===== config.mk =====
export PLATFORM = sky130hd
export DESIGN_NAME = encoder_decoder_stream
export DESIGN_NICKNAME = d
export VERILOG_FILES = /design/src/rtl/encdec_pkg.sv /design/src/rtl/encdec_transform.sv /design/src/rtl/encoder_decoder_stream.sv
export SDC_FILE = /design/constraint.sdc
export NUM_CORES = 1
export LEC_CHECK = 0
export ABC_CLOCK_PERIOD_IN_PS = 1900
export CAP_MARGIN = 15
export CORE_MARGIN = 2
export CORE_UTILIZATION = 38
export CTS_BUF_LIST = sky130_fd_sc_hd__clkbuf_16
export DETAILED_ROUTE_END_ITERATION = 8
export PLACE_DENSITY_LB_ADDON = 0.12
export SETUP_SLACK_MARGIN = 0.2
export SLEW_MARGIN = 20
export SYNTH_ARGS = -nofsm -noshare
export SYNTH_HDL_FRONTEND = slang
export SYNTH_SLANG_ARGS = --single-unit

===== constraint.sdc =====
create_clock -name clk -period 1.9 [get_ports clk]
set_input_delay 0.57 -clock clk [delete_from_list [all_inputs] [get_ports clk]]
set_output_delay 0.57 -clock clk [all_outputs]
set_load 0.03 [all_outputs]

===== src/rtl/encdec_pkg.sv =====
`default_nettype none
// ============================================================================
// Module   : encdec_pkg
// Purpose  : Shared definitions for the encoder/decoder stream family.
//            Holds the transform-mode encodings, the two-state
//            handshake FSM encoding and a small mode helper.
// Ports    : none (package)
// Revision : 1.0 - initial release
// ============================================================================
package encdec_pkg;

  // Transform modes selected through cfg_mode.
  localparam logic [1:0] MODE_PASS    = 2'd0;
  localparam logic [1:0] MODE_INV     = 2'd1;
  localparam logic [1:0] MODE_GRP_REV = 2'd2;
  localparam logic [1:0] MODE_KEY_XOR = 2'd3;

  // Output-register occupancy FSM. BUSY means a beat is being presented.
  localparam logic [0:0] ST_IDLE = 1'b0;
  localparam logic [0:0] ST_BUSY = 1'b1;

  // Only the keystream mode consumes and advances the key.
  function automatic logic uses_key(input logic [1:0] mode);
    return (mode == MODE_KEY_XOR);
  endfunction

endpackage : encdec_pkg
`default_nettype wire


===== src/rtl/encdec_transform.sv =====
`default_nettype none
// ============================================================================
// Module   : encdec_transform
// Purpose  : Purely combinational, self-inverse word transform.
//              MODE_PASS    : out = in
//              MODE_INV     : out = ~in
//              MODE_GRP_REV : bit order reversed inside every GROUP_W
//                             group, then inverted
//              MODE_KEY_XOR : out = in ^ key
//            Reusable by channelised variants that keep their own key.
// Ports    : mode     [1:0]        transform select
//            key      [DATA_W-1:0] keystream value (MODE_KEY_XOR only)
//            in_word  [DATA_W-1:0] word to transform
//            out_word [DATA_W-1:0] transformed word
// Revision : 1.0 - initial release
// ============================================================================
module encdec_transform
  import encdec_pkg::*;
#(
  parameter int DATA_W  = 8,
  parameter int GROUP_W = 4
) (
  input  logic [1:0]        mode,
  input  logic [DATA_W-1:0] key,
  input  logic [DATA_W-1:0] in_word,
  output logic [DATA_W-1:0] out_word
);

  localparam int N_GROUPS = DATA_W / GROUP_W;

  // A partial trailing group would make group-reverse ill-defined.
  if ((DATA_W % GROUP_W) != 0 || GROUP_W < 1) begin : g_bad_group
    $error("encdec_transform: DATA_W (%0d) must be a multiple of GROUP_W (%0d)",
           DATA_W, GROUP_W);
  end

  logic [DATA_W-1:0] w_grp_rev;

  // Mirror the bits of each group around its centre and invert them.
  for (genvar g = 0; g < N_GROUPS; g++) begin : g_group
    for (genvar i = 0; i < GROUP_W; i++) begin : g_bit
      assign w_grp_rev[g*GROUP_W + i] = ~in_word[g*GROUP_W + (GROUP_W - 1 - i)];
    end
  end

  always_comb begin
    out_word = in_word;
    case (mode)
      MODE_PASS:    out_word = in_word;
      MODE_INV:     out_word = ~in_word;
      MODE_GRP_REV: out_word = w_grp_rev;
      MODE_KEY_XOR: out_word = in_word ^ key;
      default:      out_word = in_word;
    endcase
  end

endmodule : encdec_transform
`default_nettype wire


===== src/rtl/encoder_decoder_stream.sv =====
`default_nettype none
// ============================================================================
// Module   : encoder_decoder_stream
// Purpose  : Valid/ready stream block that encodes or decodes each word
//            through a self-inverse transform. One output register gives
//            one cycle of latency and full throughput. Mode and keystream
//            are (re)loaded by a cfg_load pulse while the block is quiet.
// Ports    : clk        rising-edge clock
//            reset      synchronous active-high reset
//            cfg_load   request to latch cfg_mode and reload the key
//            cfg_mode   transform mode (see encdec_pkg)
//            cfg_busy   a cfg_load would be ignored this cycle
//            in_valid   / in_ready  / in_data   upstream beat
//            out_valid  / out_ready / out_data  downstream beat
// Revision : 1.0 - initial release
// ============================================================================
module encoder_decoder_stream
  import encdec_pkg::*;
#(
  parameter int                DATA_W   = 8,
  parameter int                GROUP_W  = 4,
  parameter logic [DATA_W-1:0] KEY_SEED = DATA_W'(8'h5A),
  parameter logic [DATA_W-1:0] KEY_STEP = DATA_W'(1)
) (
  input  logic              clk,
  input  logic              reset,
  input  logic              cfg_load,
  input  logic [1:0]        cfg_mode,
  output logic              cfg_busy,
  input  logic              in_valid,
  input  logic [DATA_W-1:0] in_data,
  output logic              in_ready,
  output logic              out_valid,
  output logic [DATA_W-1:0] out_data,
  input  logic              out_ready
);

  logic [0:0]        r_state;
  logic [0:0]        w_state_next;
  logic [1:0]        r_mode;
  logic [DATA_W-1:0] r_key;
  logic [DATA_W-1:0] r_data;
  logic [DATA_W-1:0] w_xf_data;
  logic              w_in_xfer;
  logic              w_out_xfer;
  logic              w_cfg_ok;

  assign w_in_xfer  = in_valid & in_ready;
  assign w_out_xfer = out_valid & out_ready;
  // cfg_busy already covers in_valid, so an honoured load never
  // coincides with an input transfer.
  assign w_cfg_ok   = cfg_load & ~cfg_busy;

  encdec_transform #(
    .DATA_W  (DATA_W),
    .GROUP_W (GROUP_W)
  ) u_transform (
    .mode     (r_mode),
    .key      (r_key),
    .in_word  (in_data),
    .out_word (w_xf_data)
  );

  // --------------------------------------------------------------------------
  // FSM: state register
  // --------------------------------------------------------------------------
  always_ff @(posedge clk) begin
    if (reset) begin
      r_state <= ST_IDLE;
    end else begin
      r_state <= w_state_next;
    end
  end

  // --------------------------------------------------------------------------
  // FSM: next state. An input transfer always (re)fills the output
  // register; only a drain with no refill empties it.
  // --------------------------------------------------------------------------
  always_comb begin
    w_state_next = r_state;
    case (r_state)
      ST_IDLE: if (w_in_xfer) w_state_next = ST_BUSY;
      ST_BUSY: if (w_out_xfer && !w_in_xfer) w_state_next = ST_IDLE;
      default: w_state_next = ST_IDLE;
    endcase
  end

  // --------------------------------------------------------------------------
  // FSM: outputs. in_ready must not depend on in_valid.
  // --------------------------------------------------------------------------
  always_comb begin
    out_valid = (r_state == ST_BUSY);
    in_ready  = ~out_valid | out_ready;
    cfg_busy  = out_valid | in_valid;
  end

  // --------------------------------------------------------------------------
  // Output data register. Loaded only on input transfer, so a stalled
  // beat stays stable while out_ready is low.
  // --------------------------------------------------------------------------
  always_ff @(posedge clk) begin
    if (reset) begin
      r_data <= '0;
    end else if (w_in_xfer) begin
      r_data <= w_xf_data;
    end
  end

  assign out_data = r_data;

  // --------------------------------------------------------------------------
  // Mode and keystream. The key used for a beat is the value before that
  // beat's advance, so encoder and decoder stay in lock-step.
  // --------------------------------------------------------------------------
  always_ff @(posedge clk) begin
    if (reset) begin
      r_mode <= MODE_PASS;
      r_key  <= KEY_SEED;
    end else if (w_cfg_ok) begin
      r_mode <= cfg_mode;
      r_key  <= KEY_SEED;
    end else if (w_in_xfer && uses_key(r_mode)) begin
      r_key  <= r_key + KEY_STEP;
    end
  end

endmodule : encoder_decoder_stream
`default_nettype wire


==> reports/results.tsv, run 1 <==
metric	value	unit
status	completed	
final hold violation count	0	
worst r2r src	r_mode[1]	
final instance area	1450	um2
Worst-path clk slew	0.05	ns
Crit Path Category	reg2out	
largest family of logic cells by synthesized area	simple AND/OR/NAND/NOR gates	
worst-skew pair later-pin latency	0.25	ns
PD cells	729	nW/um2
IO Port Bufs	25	
grt peak-use layer	met2	
Inst Count DP	184	
Max Clk Rate	0.625	GHz
Num CTS Buffers	3	
Synth area leaders	dfxtp_1 37%, o32ai_1 5.9%, a211oi_1 5.8%, nor2_1 5.8%, nor3_1 4.3%	
DP Wirelength	1830	um
Die ar.	3160	um2
Pre-antenna DRT Iters	4	
Lkg Pwr	0.607	nW
Initial Util	0.411	
Yosys cell types	37	
part of the cycle the worst path needs	0.843	
final setup TNS	0	ns
Cells after Synth	123	
drt drc	0	
CP Cell Sequence	dlygate4sd2_1	
Clock Tree Buf Depth	2	
H-tree levels	1	
routability cong.	0.847	
setup violators final	0	
Layout Cells excl Fill	189	
Post-Syn Area	1040	um2
Worst setup startpoint	out_valid	
RSZ-0062 raised after global routing	false	
peak supply drop	0.000710	V
M3 GR Usage	0.0535	
hold_buf cts	0	
Die Y	56.2	um
Hold Startpoint	out_data[1]	
CP arrival	1.03	ns
worst-path fanout max	4	
pin count of the biggest net entering global routing	16	
post-synthesis compound-gate area fraction	0.173	
EDFF count, synth	0	
flop2flop setup slack	0.37	ns
Max transition margin	0.721	
Post-Synth XOR/XNOR Area	0.0592	
maxcap violations	0	
Tot Pwr	1.06	mW
CTS tree	done	
core area	2520	um2
pins over their slew limit	0	
Top Family by Delay on Critical Path	buffers and inverters	
P&R area growth vs syn	40.2	%
yosys warns	0	
Place WS	-0.522	ns
CP endpoint kind	output pin	
Worst Hold Class	reg2reg	
total number of vias	1034	
met1 usage	0.232	
leading area contributor after synthesis	dfxtp_1	
post-route ant nets	0	
final core occ	0.576	
Post-Synth Simple-Gate Area	0.327	
vias per inst	5.47	
Worst setup SP type	register	
via count of the first global-routing pass	918	
Max stage delay on crit path	0.41	ns
most common cell in the netlist	dfxtp_1	
Antenna Cells	0	
Clock Sinks	19	
antenna violations before repair	0	
number of synthesized register bits	19	
Slowest cell on crit path	dlygate4sd2_1	
post-synthesis mux area share	0.0193	
post-synthesis sequential area ratio	0.367	
share of layout cells above drive strength 1	0.176	
met2 GRT Util	0.271	
Async S/R FF share, synth	0	
WHS	0.484	ns
IO Pins	26	
Syn Nets	139	
Core Rows	18	
Fin Clk Skew	0.00370	ns
Die W	56.2	um
DP Area	1380	um2
grt total ovfl	0	
min Tclk post-route	1.60	ns
share of the synthesized area in the top cell type	0.367	
Total GRT Usage	0.174	
CP bufs+invs	1	
first-pass GRT wire length	4320	um
final net count	176	
Iteration-0 DRC Markers	17	
Slew @ Worst Pin	0.417	ns
Required @ worst endpoint	1.33	ns
CTS root buffer	clkbuf_16	
Worst Slack Setup Final	0.299	ns
main flop type after synthesis	dfxtp_1	
most frequent cells after synthesis	19 x dfxtp_1, 16 x nor2_1, 9 x nor3_1, 9 x o21ai_0, 8 x a211oi_1	
Detailed Route WL	2490	um
Mapped Avg Cell Area	8.42	um2
Post-Synth Adder-Cell Area	0.0121	
WL/cell	13.2	um
area by class of cell:
class | instances | area, um2
Fill cell | 246 | 1070
Inverter | 2 | 12.5
Multi-Input combinational cell | 97 | 619
Tap cell | 30 | 37.5
Clock buffer | 3 | 75.1
Timing Repair Buffer | 37 | 324
Clock inverter | 1 | 3.75
Sequential cell | 19 | 380
power by group:
part	leakage [nW]	switching, mW	total [mW]	internal, mW
registers	0.156	0.0131	0.430	0.417
clock network	0.0423	0.147	0.427	0.280
logic	0.409	0.107	0.202	0.0949
worst paths after layout:
kind / depth (start not counted) / end
max: 1 / out_valid
min reg2reg: 2 / out_data[1]
min: 2 / out_data[1]
max reg2reg: 4 / r_key[7]
cells in the final DEF, fill, tap and decap left out, drive strengths merged, types with 4 or more instances in the layout:
cell type,n
dfxtp,19
nor2,16
buf,14
clkdlybuf4s50,11
o21ai,9
nor3,9
dlygate4sd2,9
a211oi,8
nand2,7
o32ai,7
nor2b,7
nand4,6
clkbuf,5
xor2,4
kinds of logic (layout without fill, tap and decap cells):
family          after synthesis  in the layout
xor+xnor                      7              7
fa+ha+maj                     1              1
compound gates               26             26
mux                           2              2
flops                        19             19
simple gates                 61             61
buf+inv                       7             43
sequential cells by signal (all words and copies together), names as in the netlist:
register   flops
out_data       8
out_valid      1
r_key          8
r_mode         2
repair_timing:
action / 4_1_cts / 5_1_grt
hold endpoints to repair: 0 / 0
endpoints found under the setup margin: 22 / 3
pin swaps: 0 / 3
resized for setup: 28 / 5
setup buffers: 0 / 1
routing by layer:
| metal | share of wire | vias to the layer above |
|---|---|---|
| li1 | - | 526 |
| met1 | 0.48 | 478 |
| met2 | 0.46 | 26 |
| met3 | 0.053 | 4 |
| met4 | 0.0080 | 0 |
| met5 | 0 | - |
(Power assumes the default switching activity.)
==> run 2, diff against run 1 <==
--- a/config.mk
+++ b/config.mk
@@ -5,7 +5,7 @@
 export SDC_FILE = /design/constraint.sdc
 export NUM_CORES = 1
 export LEC_CHECK = 0
-export ABC_CLOCK_PERIOD_IN_PS = 1900
+export ABC_CLOCK_PERIOD_IN_PS = 1530
 export CAP_MARGIN = 15
 export CORE_MARGIN = 2
 export CORE_UTILIZATION = 38
==> constraint.sdc (replaced) <==
create_clock -name clk -period 1.53 [get_ports clk]
set_input_delay 0.459 -clock clk [delete_from_list [all_inputs] [get_ports clk]]
set_output_delay 0.459 -clock clk [all_outputs]
set_load 0.03 [all_outputs]
==> reports/results.tsv, run 2 (same netlist as run 1, synthesis figures left out) <==
metric	value	unit
Lkg Pwr	0.634	nW
most frequent cells in the layout	15 x dfxtp_1, 15 x buf_4, 13 x nor2_1	
part of the cycle the worst path needs	0.978	
Die ar.	3160	um2
met2 GRT Util	0.303	
Clock Sinks	19	
status	completed	
IO Port Bufs	25	
drt drc	0	
Worst Hold Class	reg2reg	
Initial Util	0.411	
vias per inst	5.39	
Place WS	-0.356	ns
worst-path fanout max	3	
H-tree levels	1	
Layout Cells excl Fill	194	
grt peak-use layer	met2	
Hold Path Depth	2	
post-route ant nets	0	
met1 usage	0.223	
IO Pins	26	
Inst Count DP	187	
peak supply drop	0.000817	V
flop2flop setup slack	0.13	ns
P&R area growth vs syn	49.8	%
grt total ovfl	0	
Worst Slack Setup Final	0.0339	ns
Die Y	56.2	um
routability cong.	0.871	
reg-to-reg endpoint	r_key[7]	
RSZ-0062 raised after global routing	true	
Pre-antenna DRT Iters	4	
CTS tree	done	
antenna violations before repair	0	
M3 GR Usage	0.0651	
pins over their slew limit	0	
Max transition margin	0.800	
CP endpoint kind	output pin	
Crit Path Category	reg2out	
first-pass GRT wire length	4590	um
CP arrival	1.04	ns
DP Wirelength	1910	um
Total GRT Usage	0.187	
Core Rows	18	
Worst setup SP type	register	
Iteration-0 DRC Markers	14	
final hold violation count	0	
total number of vias	1046	
worst-case reg-to-reg path depth	7	
final setup TNS	0	ns
min Tclk post-route	1.50	ns
Max Clk Rate	0.668	GHz
Required @ worst endpoint	1.07	ns
final net count	181	
Fin Clk Skew	0.00669	ns
Slew @ Worst Pin	0.301	ns
Hold Startpoint	out_data[0]	
hold endpoint	out_data[0]	
core area	2520	um2
Clock Tree Buf Depth	2	
Antenna Cells	0	
via count of the first global-routing pass	1004	
maxcap violations	0	
Worst-path clk slew	0.06	ns
WL/cell	14.2	um
setup violators final	0	
PD cells	875	nW/um2
share of layout cells above drive strength 1	0.348	
worst r2r src	out_valid	
Num CTS Buffers	3	
CTS root buffer	clkbuf_16	
worst-skew pair later-pin latency	0.26	ns
pin count of the biggest net entering global routing	11	
Detailed Route WL	2750	um
Die W	56.2	um
==> run 2: changes by cell type in the layout (fill, tap and decap cells not counted), moves of 3 or more <==
| cell | delta |
|---|---|
| dfxtp_2 | +3 |
| nor2_2 | +3 |
| buf_2 | +9 |
| nor2_1 | -3 |
| dfxtp_1 | -4 |
| dlygate4sd2_1 | -7 |
| buf_4 | +3 |
==> run 2: layout make-up <==
class,count,area [um2]
multi-input combinational,97,688
sequential,19,388
clock buffer,3,75.1
fill,227,971
inverter,2,16.3
clock inverter,1,3.75
tap,30,37.5
timing repair buffer,42,343
==> run 2: metrics by stage <==
step / power, mW / instance area [um2] / utilization / hold WS [ns]
2_1_floorplan: 0.688 / 1050 / - / 0.482
5_1_grt: 1.41 / 1550 / 0.615 / 0.500
3_3_place_gp: 0.814 / 1410 / 0.558 / 0.479
4_1_cts: 1.36 / 1500 / 0.594 / 0.484
3_5_place_dp: 0.816 / 1410 / 0.558 / 0.483
6_report: 1.36 / 1550 / 0.615 / 0.486
==> run 2: timing repair <==
| item | CTS | global route |
|---|---|---|
| hold buffers | 0 | 0 |
| pin swaps | 6 | 4 |
| resized for setup | 61 | 13 |
| endpoints found under the hold margin | 0 | 0 |
| setup buffers | 3 | 0 |
| endpoints found under the setup margin | 29 | 18 |
==> run 2: per-layer routing <==
layer / wire, um / share of wire / vias up
li1: - / - / 532
met1: 1250 / 0.45 / 489
met2: 1330 / 0.48 / 19
met3: 134 / 0.049 / 6
met4: 42 / 0.015 / 0
met5: 0 / 0 / -
==> run 2: how the worst max path moves through the flow <==
| stage | start | to | slack [ns] | cells after the start |
|---|---|---|---|---|
| after CTS | out_valid | cfg_busy | 0.03 | 3 |
| after global routing | out_valid | in_ready | 0.002 | 4 |
| final | out_valid | cfg_busy | 0.03 | 3 |
| after detailed placement | in_valid | out_data[2] | -0.36 | 5 |
| after global placement | in_valid | r_key[7] | -0.32 | 5 |
| after floorplan | cfg_load | r_key[7] | 0.17 | 4 |
==> run 2: where the power goes <==
group	internal (mW)	leakage [nW]	switching (mW)	total (mW)
clock	0.348	0.0423	0.196	0.544
sequential	0.518	0.157	0.0166	0.534
combinational	0.131	0.435	0.149	0.280
total	0.997	0.634	0.362	1.36
==> run 2: worst max-delay path: stages, from the launching register on <==
cell and delay (ns):
dfxtp_2 0.32, buf_6 0.11, or2_4 0.22, buf_6 0.13
==> run 3, diff against run 2 <==
--- a/config.mk
+++ b/config.mk
@@ -8,7 +8,7 @@
 export ABC_CLOCK_PERIOD_IN_PS = 1530
 export CAP_MARGIN = 15
 export CORE_MARGIN = 2
-export CORE_UTILIZATION = 38
+export CORE_UTILIZATION = 48
 export CTS_BUF_LIST = sky130_fd_sc_hd__clkbuf_16
 export DETAILED_ROUTE_END_ITERATION = 8
 export PLACE_DENSITY_LB_ADDON = 0.12
==> reports/results.tsv, run 3 (same netlist as run 1, synthesis figures left out) <==
metric	value	unit
status	completed	
setup violators final	0	
# fillers	104	
H-tree levels	1	
Comb pwr share	0.244	
most common cell after layout, fill and taps aside	dfxtp_1	
Sequential Power Share	0.374	
CP arrival	1.04	ns
Die W	50.5	um
WL/cell	20.1	um
worst-path fanout max	3	
RSZ-0062 raised after global routing	true	
Required @ worst endpoint	1.07	ns
Iteration-0 DRC Markers	37	
part of the cycle the worst path needs	0.983	
min Tclk post-route	1.50	ns
Hold Startpoint	out_data[0]	
Initial Util	0.518	
Layout Cells excl Fill	194	
IO Pins	26	
core area	2000	um2
Max transition margin	0.783	
most frequent cells in the layout	17 x dfxtp_1, 13 x buf_4, 9 x buf_6	
Pre-antenna DRT Iters	4	
share of layout cells above drive strength 1	0.437	
Clock Tree Buf Depth	2	
Antenna Cells	0	
Lkg Pwr	0.684	nW
PD cells	835	nW/um2
Worst-path clk slew	0.06	ns
flop2flop setup slack	0.11	ns
Clk pwr share	0.382	
Worst setup startpoint	out_valid	
DP Wirelength	2000	um
final net count	184	
Num CTS Buffers	3	
Clock Sinks	19	
Slew @ Worst Pin	0.325	ns
post-route ant nets	0	
Detailed Route WL	3910	um
Worst setup SP type	register	
CP endpoint kind	output pin	
Die ar.	2550	um2
worst r2r src	out_valid	
P&R area growth vs syn	67.3	%
pins over their slew limit	0	
grt total ovfl	0	
first-pass GRT wire length	5240	um
antenna violations before repair	0	
vias per inst	6.43	
final setup TNS	0	ns
maxcap violations	0	
Inst Count DP	184	
routability cong.	0.907	
Reg area	385	um2
Multi-input gate area	816	um2
peak supply drop	0.00110	V
Die Y	50.5	um
switching portion of total power	0.289	
worst-skew pair later-pin latency	0.26	ns
via count of the first global-routing pass	1147	
Core Rows	16	
switching power	0.419	mW
CTS tree	done	
pin count of the biggest net entering global routing	14	
Fin Clk Skew	0.00368	ns
Crit Path Category	reg2out	
Max Clk Rate	0.665	GHz
Internal	1.03	mW
CTS root buffer	clkbuf_16	
drt drc	0	
final hold violation count	0	
total number of vias	1247	
Total GRT Usage	0.279	
Worst Hold Class	reg2reg	
IO Port Bufs	25	
==> run 3: cell types whose count changed in the layout (fill, tap and decap cells not counted), moves of 3 or more <==
cell	before	now
nor3_1	8	4
nor3_2	1	5
nor2_4	0	7
clkdlybuf4s50_1	9	6
nor2_1	13	8
buf_6	4	9
==> run 3: power groups by stage <==
stage / registers, mW / logic (mW) / clock network (mW)
after global routing: 0.542 / 0.371 / 0.575
after CTS: 0.533 / 0.286 / 0.531
final: 0.541 / 0.353 / 0.552
after detailed placement: 0.543 / 0.274 / 0
after floorplan: 0.581 / 0.107 / 0
after global placement: 0.541 / 0.270 / 0
==> run 3: area by class of cell <==
type	count	area share
inverter	2	0.00939
clock buffer	3	0.0433
tap	27	0.0195
multi-input combinational	97	0.471
timing repair buffer	45	0.232
sequential	19	0.222
clock inverter	1	0.00217
==> run 3: stage by stage <==
stage | util | hold WS [ns] | worst slack [ns] | power (mW) | instance area [um2]
detailed placement | 0.701 | 0.482 | -0.356 | 0.817 | 1400
CTS | 0.776 | 0.494 | 0.0400 | 1.35 | 1550
floorplan | - | 0.482 | 0.174 | 0.688 | 1050
global route | 0.866 | 0.525 | 0.00338 | 1.49 | 1730
global placement | 0.701 | 0.479 | -0.303 | 0.811 | 1400
finish | 0.866 | 0.504 | 0.0261 | 1.45 | 1730
==> run 3: repair_timing <==
action                                  CTS  global route
resized for setup                        59            53
endpoints found under the hold margin     0             0
setup buffers                             4             2
pin swaps                                 6            11
endpoints found under the setup margin   29            24
hold buffers                              0             0
==> run 3: metal layers <==
| metal | GRT usage | routed length, um |
|---|---|---|
| met5 | 0 | 0 |
| met4 | 0.140 | 276 |
| met3 | 0.0685 | 205 |
| met2 | 0.487 | 1890 |
| met1 | 0.313 | 1530 |
==> run 3: path summary, 6_finish.rpt <==
path | to | cells past startpoint
max reg2reg | r_key[7] | 6
min reg2reg | out_data[0] | 2
min | out_data[0] | 2
max | cfg_busy | 3
==> run 3: worst max-delay path, cell delays in order, from the launching register on <==
cell	delay (ns)
dfxtp_2	0.32
buf_6	0.11
or2_4	0.22
buf_6	0.14
==> patch: new RTL, config.mk and constraints of run 1 <==
`DATA_W` is set to 8 in 2 places; all go to 12.
--- a/src/rtl/encdec_transform.sv
+++ b/src/rtl/encdec_transform.sv
@@ -17,7 +17,7 @@
 module encdec_transform
   import encdec_pkg::*;
 #(
-  parameter int DATA_W  = 8,
+  parameter int DATA_W  = 12,
   parameter int GROUP_W = 4
 ) (
   input  logic [1:0]        mode,
--- a/src/rtl/encoder_decoder_stream.sv
+++ b/src/rtl/encoder_decoder_stream.sv
@@ -17,7 +17,7 @@
 module encoder_decoder_stream
   import encdec_pkg::*;
 #(
-  parameter int                DATA_W   = 8,
+  parameter int                DATA_W   = 12,
   parameter int                GROUP_W  = 4,
   parameter logic [DATA_W-1:0] KEY_SEED = DATA_W'(8'h5A),
   parameter logic [DATA_W-1:0] KEY_STEP = DATA_W'(1)
Ports: changed (resized in_data and out_data); port bits go from 26 to 34. No check against the original RTL was run, so the function may have changed too.
==> patch against run 1 <==
- worst hold slack got worse by 35 ps
- register-to-register slack worse by 80 ps
- power up 27%
- sequential power increased by 40%
- critical endpoint is now in_ready
- global-route usage down 0.75 points
- fmax is 4.9% lower
- die area increased by 42%
- area after synthesis increased by 46%
- first-iteration DRC count increased to 3.8 times the old value
- wire length rose by 37%
- final area is 44% higher
- sequential share of layout area is essentially flat
- sequential cell count is 8 higher
- worst setup slack lost 82 ps
==> patch: results (changes against run 1) <==
* Critical path startpoint: out_ready
* Seq area share at 26.1% (-0.035 points)
* Worst Skew at 2.72 ps (-0.976 ps)
* Final Cell Area at 0.00210 mm² (+44%)
* Final WL at 3400 µm (+37%)
* Met1 Use GR at 21.4% (-1.9 points)
* NonClk Buf Share at 22.1% (-0.16 points)
* Port Buf Inserts at 33 (+32%)
* GP Congestion at 0.804 (-5.1%)
* Synth Register Bits at 27 (+8)
* Critical Path AT at 1110 ps (+80 ps)
* Mux share of post-synthesis cell area at 1.99% (+0.053 points)
* Clock net power at 0.464 mW (+8.7%)
* DP HPWL at 2620 µm (+43%)
* Power Sequential at 0.601 mW (+40%)
* Vias in the first global route at 1346 (+47%)
* Synth top cells by count: dfxtp_1, a21oi_1, nand2_1
* Layout fillers at 375 (+52%)
* Met2 wire len at 1580 µm (+37%)
* P_int at 1.00 mW (+27%)
* Multi-input gate area at 931 µm² (+50%)
* CP peak stage delay at 140 ps (-270 ps)
* # resized after CTS at 38 (+36%)
* Buffers, non-clock at 51 (+38%)
* Postcts setup bufs at 3 (+3)
* Leak at 0.812 nW (+34%)
* M3 GR Usage at 2.70% (-2.6 points)
* Routed wl met3 at 125 µm (-4.6%)
* Final net count at 255 (+45%)
* Top cells by area, synth: dfxtp_1, xnor2_1, a21oi_1
* Initial antenna violation count at 0 (unchanged)
* Inverters excl. clock at 3 (+1)
* Share of cells above drive strength 1 at 16.2% (-1.4 points)
* Reg2reg start: r_key[0]
* Sequential share of the synthesized area at 35.7% (-0.98 points)
* Placed insts at 275 (+49%)
* Gr usage total at 16.7% (-0.75 points)
* Clock-cell share of area at 3.76% (-1.7 points)
* Placed cell areas at 0.00198 mm² (+44%)
* Outcome: finished, final reports clean
* Worst-margin pin slew at 316 ps (-101 ps)
* Synth Area in Compound Gates at 16.5% (-0.73 points)
* Slowest-stage cell, CP: nor2b_4
* Worst Setup EP: in_ready
* Hold Path End: out_data[3]
* WL per Instance at 12.1 µm (-8.5%)
* 1st-iter DRT viols at 64 (+47)
* Startpoint Class: primary input
* Post-Syn Nets at 210 (+51%)
* Reg2reg end: r_key[11]
* Final hold slack at 449 ps (-34.7 ps)
* Vias per Instance at 4.97 (-9.1%)
* Peak supply drop at 319 µV (-55%)
* Post-Syn Instances at 190 (+54%)
* Global-route wire length before repair at 5820 µm (+35%)
* Wire length on met1 at 1650 µm (+39%)
* Met2 Use GR at 28.6% (+1.5 points)
* Post-Synth XOR/XNOR Area at 10.4% (+4.5 points)
==> patch: cell count changes after synthesis, moves of 3 or more <==
| cell | before | now |
|---|---|---|
| or3_1 | 0 | 3 |
| nor2b_1 | 6 | 13 |
| a21oi_1 | 1 | 23 |
| o32ai_1 | 7 | 0 |
| clkbuf_1 | 1 | 8 |
| dfxtp_1 | 19 | 27 |
| o21ai_0 | 9 | 15 |
| xnor2_1 | 3 | 14 |
| nand2_1 | 7 | 20 |
| nor3_1 | 9 | 0 |
| nand2b_1 | 1 | 12 |
==> patch: through the flow <==
| stage | total power [mW] | worst slack (ps) |
|---|---|---|
| floorplan | 0.778 | 105 |
| finish | 1.34 | 218 |
| CTS | 1.36 | 205 |
| global placement | 0.896 | -510 |
| detailed placement | 0.902 | -562 |
| global route | 1.41 | 206 |
==> patch: cells by family after synthesis <==
family	Yosys count
fa+ha+maj	1
flops	27
simple gates	81
xor+xnor	18
buf+inv	14
compound gates	46
mux	3
